`config.mk`:
```
export PLATFORM = sky130hd
export DESIGN_NAME = pcie_feature_csr_regs
export DESIGN_NICKNAME = d
export VERILOG_FILES = /design/src/rtl/pcie_feature_csr_regs.sv
export SDC_FILE = /design/constraint.sdc
export NUM_CORES = 1
export LEC_CHECK = 0
export BUFFER_PORTS_ARGS = -buffer_cell sky130_fd_sc_hd__buf_2
export CAP_MARGIN = 10
export CORE_MARGIN = 8
export CORE_UTILIZATION = 45
export CTS_BUF_LIST = sky130_fd_sc_hd__clkbuf_2
export CTS_CLUSTER_DIAMETER = 150
export DETAILED_ROUTE_END_ITERATION = 16
export PLACE_DENSITY = 0.78
export REMOVE_ABC_BUFFERS = 1
export SLEW_MARGIN = 5
export SYNTH_ARGS = -nofsm -noshare
export SYNTH_HDL_FRONTEND = slang
export SYNTH_SLANG_ARGS = --single-unit
```
`constraint.sdc`:
```
create_clock -name clk -period 5.51 [get_ports clk]
set_clock_uncertainty 0.2 [all_clocks]
set_input_delay 0 -clock clk [delete_from_list [all_inputs] [get_ports clk]]
set_output_delay 0 -clock clk [all_outputs]
set_load 0.1 [all_outputs]
```
`src/rtl/pcie_feature_csr_regs.sv`:
```
// MMIO register slave for the PCIe feature region: DFH, SCRATCHPAD, TESTPAD
// and an FLR completion counter, with a small FSM sequencing Function Level Reset.
//
// state | meaning
// ------+-----------------------------------------------------------------
// IDLE  | accepting requests; flr_req moves to DRAIN
// DRAIN | request side closed; wait for the outstanding response to leave
// CLEAR | wipe FLR-volatile registers, bump the FLR counter
// ACK   | one-cycle flr_ack pulse, then back to IDLE
module pcie_feature_csr_regs #(
  parameter logic [31:0] BASE_ADDR    = 32'h0001_0000,
  parameter int unsigned WINDOW_BYTES = 4096,
  parameter logic [63:0] DFH_VALUE    = 64'h3000_0000_1000_0020,
  parameter int          TAG_W        = 8
) (
  input  logic             clk,
  input  logic             rst,
  input  logic             req_valid,
  output logic             req_ready,
  input  logic             req_write,
  input  logic [31:0]      req_addr,
  input  logic [63:0]      req_wdata,
  input  logic [7:0]       req_wstrb,
  input  logic [TAG_W-1:0] req_tag,
  output logic             rsp_valid,
  input  logic             rsp_ready,
  output logic             rsp_write,
  output logic [63:0]      rsp_rdata,
  output logic             rsp_error,
  output logic [TAG_W-1:0] rsp_tag,
  input  logic             flr_req,
  output logic             flr_ack
);

  localparam logic [31:0] OFF_DFH     = 32'h0000_0000;
  localparam logic [31:0] OFF_SCRATCH = 32'h0000_0008;
  localparam logic [31:0] OFF_TESTPAD = 32'h0000_0028;
  localparam logic [31:0] OFF_FLRCNT  = 32'h0000_0030;

  typedef enum logic [1:0] {
    IDLE  = 2'd0,
    DRAIN = 2'd1,
    CLEAR = 2'd2,
    ACK   = 2'd3
  } state_t;

  state_t state, state_nxt;

  logic [63:0] scratchpad;
  logic [63:0] testpad;
  logic [15:0] flr_count;

  logic [31:0] offset;
  logic        in_window;
  logic        dec_err;
  logic        accept;
  logic        rsp_free;
  logic [63:0] rd_data;

  function automatic logic [63:0] byte_merge(input logic [63:0] old_val,
                                             input logic [63:0] new_val,
                                             input logic [7:0]  strb);
    logic [63:0] res;
    res = old_val;
    for (int i = 0; i < 8; i++) begin
      if (strb[i]) res[8*i +: 8] = new_val[8*i +: 8];
    end
    return res;
  endfunction

  // Address decode: subtraction-based window check avoids overflow at the top of the map
  always_comb begin
    offset    = req_addr - BASE_ADDR;
    in_window = (req_addr >= BASE_ADDR) && (offset < 32'(WINDOW_BYTES));
    dec_err   = !in_window || (req_addr[2:0] != 3'b000);
  end

  // Read data mux; unmapped and errored offsets read as zero
  always_comb begin
    rd_data = '0;
    if (!dec_err) begin
      case (offset)
        OFF_DFH:     rd_data = DFH_VALUE;
        OFF_SCRATCH: rd_data = scratchpad;
        OFF_TESTPAD: rd_data = testpad;
        OFF_FLRCNT:  rd_data = {48'd0, flr_count};
        default:     rd_data = '0;
      endcase
    end
  end

  // FSM state register
  always_ff @(posedge clk) begin
    if (rst) state <= IDLE;
    else     state <= state_nxt;
  end

  // FSM next-state logic; flr_req outside IDLE is dropped on purpose
  always_comb begin
    state_nxt = state;
    case (state)
      IDLE:    if (flr_req) state_nxt = DRAIN;
      DRAIN:   if (!rsp_valid || rsp_ready) state_nxt = CLEAR;
      CLEAR:   state_nxt = ACK;
      ACK:     state_nxt = IDLE;
      default: state_nxt = IDLE;
    endcase
  end

  // FSM outputs; ready is held low while rst is asserted so the port idles at 0
  always_comb begin
    rsp_free  = !rsp_valid || rsp_ready;
    req_ready = !rst && (state == IDLE) && !flr_req && rsp_free;
    flr_ack   = (state == ACK);
    accept    = req_valid && req_ready;
  end

  // RW registers; CLEAR never overlaps a write since ready is low outside IDLE
  always_ff @(posedge clk) begin
    if (rst) begin
      scratchpad <= '0;
      testpad    <= '0;
    end else if (state == CLEAR) begin
      scratchpad <= '0;
    end else if (accept && req_write && !dec_err) begin
      if (offset == OFF_SCRATCH) scratchpad <= byte_merge(scratchpad, req_wdata, req_wstrb);
      if (offset == OFF_TESTPAD) testpad    <= byte_merge(testpad, req_wdata, req_wstrb);
    end
  end

  // Saturating count of completed FLRs
  always_ff @(posedge clk) begin
    if (rst)                                         flr_count <= '0;
    else if (state == CLEAR && flr_count != 16'hFFFF) flr_count <= flr_count + 16'd1;
  end

  // Single-entry response register; payload only moves on accept so it holds under backpressure
  always_ff @(posedge clk) begin
    if (rst) begin
      rsp_valid <= 1'b0;
      rsp_write <= 1'b0;
      rsp_rdata <= '0;
      rsp_error <= 1'b0;
      rsp_tag   <= '0;
    end else if (accept) begin
      rsp_valid <= 1'b1;
      rsp_write <= req_write;
      rsp_rdata <= req_write ? 64'd0 : rd_data;
      rsp_error <= dec_err;
      rsp_tag   <= req_tag;
    end else if (rsp_ready) begin
      rsp_valid <= 1'b0;
    end
  end

endmodule
```
==> results.sh <==
export IMPL_clk_latency_ns=0.81
export IMPL_core_sq_um=21000
export IMPL_grt_pass1_vias=10200
export IMPL_grt_overflow=0
export IMPL_yosysWarnings=0
export IMPL_crit_top_cell="dlygate4sd3_1"
export IMPL_required_ns=6.07
export IMPL_start_kind="input pin"
export IMPL_setup_viol=0
export IMPL_crit_arrival_ns=5.60
export IMPL_slowest_stage="dlygate4sd3_1"
export IMPL_final_util_pct=65.0
export IMPL_syn_avg_cell_area_sq_um=8.96
export IMPL_worstPathCellList="dlygate4sd3_1 -> dlygate4sd3_1 -> buf_2 -> inv_4 -> and4_1 -> nand2_2 -> a2111oi_4 -> dlygate4sd3_1 -> mux2i_1 -> dlygate4sd3_1"
export IMPL_synth_commonest_cells="nand2_1 (346), dfxtp_1 (221), mux2i_1 (132), o21ai_0 (76), clkbuf_1 (67)"
export IMPL_die_w_um=162
export IMPL_die_h_um=162
export IMPL_final_min_clock_period_ns=5.04
export IMPL_finalHoldViolations=0
export IMPL_p_per_area_nw_per_um2=238
export IMPL_status="completed"
export IMPL_slew_violations=0
export IMPL_gp_routability_congestion=0.802
export IMPL_end_kind="register"
export IMPL_reg2reg_slack_ns=0.59
export IMPL_htree_levels=2
export IMPL_synth_ff_type="dfxtp_1"
export IMPL_clkTransAtPathRegs_ns=0.11
export IMPL_grt_max_degree=83
export IMPL_async_flop_share_pct=0
export IMPL_postCtsSetupBuffers=0
export IMPL_timing_fmax_ghz=0.198
export IMPL_critPathMaxStageDelay_ns=0.87
export IMPL_antenna_left=0
export IMPL_hpwl_um=17300
export IMPL_place_ws_ns=1.52
export IMPL_path_max_fanout=58
export IMPL_worst_pin_slew_ns=1.18
export IMPL_grtUsageTotal_pct=23.4
export IMPL_pin_count=195
export IMPL_drv_cap=0
export IMPL_die_area_sq_um=26300
export IMPL_antenna_found_initial=2
export IMPL_p_sw_mw=1.05
export IMPL_initial_utilization_pct=45.8
export IMPL_vdd_ir_drop_max_uv=154
export IMPL_yosysUniqueCellTypes=42
export IMPL_r2r_start="state[0]$_SDFFE_PP0P_"
export IMPL_post_drt_via_cell_ratio=5.36
export IMPL_area_growth_synth_to_final_pct=42.0
export IMPL_synth_seq_cells=221
export IMPL_fin_ws_ns=0.470
export IMPL_drive_gt1_share_pct=20.0
export IMPL_rows=53
export IMPL_p_sw_share_pct=32.2
export IMPL_synthCells=1074
export IMPL_syn_area_sq_um=9620
export IMPL_reg2reg_to="testpad[40]$_SDFFE_PP0P_"
export IMPL_pwr_share_comb_pct=18.5
export IMPL_drt_total_wl_um=31400
export IMPL_power_frac_clock_pct=30.9
export IMPL_grt_pass1_wl_um=51100
export IMPL_cts_made_buffers=55
export IMPL_cts_root_buffer="clkbuf_2"
export IMPL_cts_tree="built"
export IMPL_num_nets_final=1633
export IMPL_total_leakage_power_nw=5.26
export IMPL_maxSlewHeadroom_pct=21.2
export IMPL_fillers=1560
export IMPL_critPathKind="input pin to register"
export IMPL_vias=9735
export IMPL_clk_path_buf_depth=3
export IMPL_io_buffer_count=194
export IMPL_finalCritPeriodShare_pct=91.5
export IMPL_rr_worst_depth=9
export IMPL_rsz0062_at_grt="false"
export IMPL_clock_sinks=221
export IMPL_hold_end="rsp_error$_SDFFE_PP0P_"
export IMPL_hp_class="input pin to register"
export IMPL_internal_power_mw=2.20
export IMPL_hold_ws_ns=0.0661
export IMPL_ys_seq_area_share_pct=46.0
export IMPL_yosys_cell_count_top_type="nand2_1"
export IMPL_power_frac_seq_pct=50.5
export IMPL_yosysTopAreaCell="dfxtp_1"
export IMPL_wl_per_cell_um=17.3
export IMPL_synth_top_area_share_pct=46.0
export IMPL_drc_errors=0
export IMPL_whs_path_depth=5
export IMPL_worstHoldStart="req_addr[2]"
export IMPL_dr_pass1_iters=5
export IMPL_drt_iter0_drc=591
export IMPL_synthTopCellsByArea="dfxtp_1 (46%), mux2i_1 (14%), nand2_1 (14%)"
export IMPL_synth_edf_count=0
[layout by cell type (no fill, tap or decap), drive strengths merged]
cell         count
and3             4
nor2b            1
nor3             2
buf            204
nand4b           9
clkbuf          75
inv              6
mux2i          132
clkinv          11
nand3           12
or4              5
a22o            15
a2111oi         16
nor4b            2
and4             5
o21ai           76
diode            2
o31ai            3
or3              1
dlygate4sd3    249
nor4             4
o2111ai          4
dfxtp          221
ha               6
o21bai           1
nand4            6
xor2            13
o211ai           1
nor2            28
nand2b           3
a211oi           1
a21oi           19
and2             3
a31oi            4
a2111o           1
a22oi           45
xnor2            3
a2bb2oi          1
nand2          346
[power by group through the flow]
| stage | clock network, mW | registers (mW) | logic [mW] |
|---|---|---|---|
| after global routing | 1.10 | 1.64 | 0.644 |
| after CTS | 1.01 | 1.64 | 0.581 |
| after floorplan | 0 | 1.74 | 0.240 |
| after detailed placement | 0 | 1.67 | 0.456 |
| final | 1.00 | 1.64 | 0.601 |
| after global placement | 0 | 1.67 | 0.447 |
[state kept, by name, summed over array words and instances, names as in the netlist]
| name | count |
|---|---|
| rsp_valid | 1 |
| testpad | 64 |
| rsp_rdata | 64 |
| rsp_write | 1 |
| rsp_error | 1 |
| flr_count | 16 |
| rsp_tag | 8 |
| state | 2 |
| scratchpad | 64 |
[worst max path at each step]
stage	from	end	slack, ns	depth (start not counted)
finish	rst	testpad[40]$_SDFFE_PP0P_	0.47	10
global route	rst	testpad[40]$_SDFFE_PP0P_	0.27	10
CTS	rst	testpad[40]$_SDFFE_PP0P_	0.62	10
detailed placement	rst	rsp_rdata[28]$_SDFFE_PP0P_	1.52	6
global placement	rst	rsp_rdata[28]$_SDFFE_PP0P_	1.62	6
floorplan	req_addr[19]	rsp_rdata[0]$_SDFFE_PP0P_	-0.43	5
[kinds of logic (layout without fill, tap and decap cells)]
kind of cell / after synthesis / in the layout / synth area share, %
flops: 221 / 221 / 46.0
compound gates: 187 / 187 / 15.7
simple gates: 431 / 431 / 18.7
mux: 132 / 132 / 13.7
xor+xnor: 16 / 16 / 1.46
fa+ha+maj: 6 / 6 / 0.780
other cells: 0 / 2 / 0
buf+inv: 81 / 545 / 3.65
[critical path, delay by kind of cell]
| kind | cells | cell delay (ns) |
|---|---|---|
| buf+inv | 6 | 3.20 |
| simple gates | 2 | 1.51 |
| compound gates | 1 | 0.64 |
| mux | 1 | 0.22 |
[cell type report]
type / instances / area [sq um] / area share [%]
Multi-Input combinational cell: 772 / 4900 / 35.9
Sequential cell: 221 / 4420 / 32.4
Antenna cell: 2 / 5.00 / 0.0366
Inverter: 6 / 25.0 / 0.183
Clock buffer: 75 / 375 / 2.75
Clock inverter: 11 / 42.5 / 0.311
Timing Repair Buffer: 453 / 3540 / 25.9
Tap cell: 275 / 344 / 2.52
[metrics by stage]
step	TNS, ns	power (mW)	std cells	area (sq um)
global route	0	3.38	1815	13700
finish	0	3.24	1815	13700
floorplan	-27.48	1.98	999	9290
detailed placement	0	2.13	1478	10700
global placement	0	2.12	1478	10700
CTS	0	3.23	1813	13700
[routing by layer]
metal  GRT usage, %  part of all wire (%)
met1           26.8                    40
met2           41.2                    50
met3           5.44                   7.1
met4           9.43                   3.0
met5              0                     0
[timing repair]
action | 4_1_cts | 5_1_grt
gates resized for setup | 0 | 0
hold buffers | 249 | 0
endpoints found under the hold margin | 220 | 0
No activity file was read; power rests on OpenSTA's default activity.
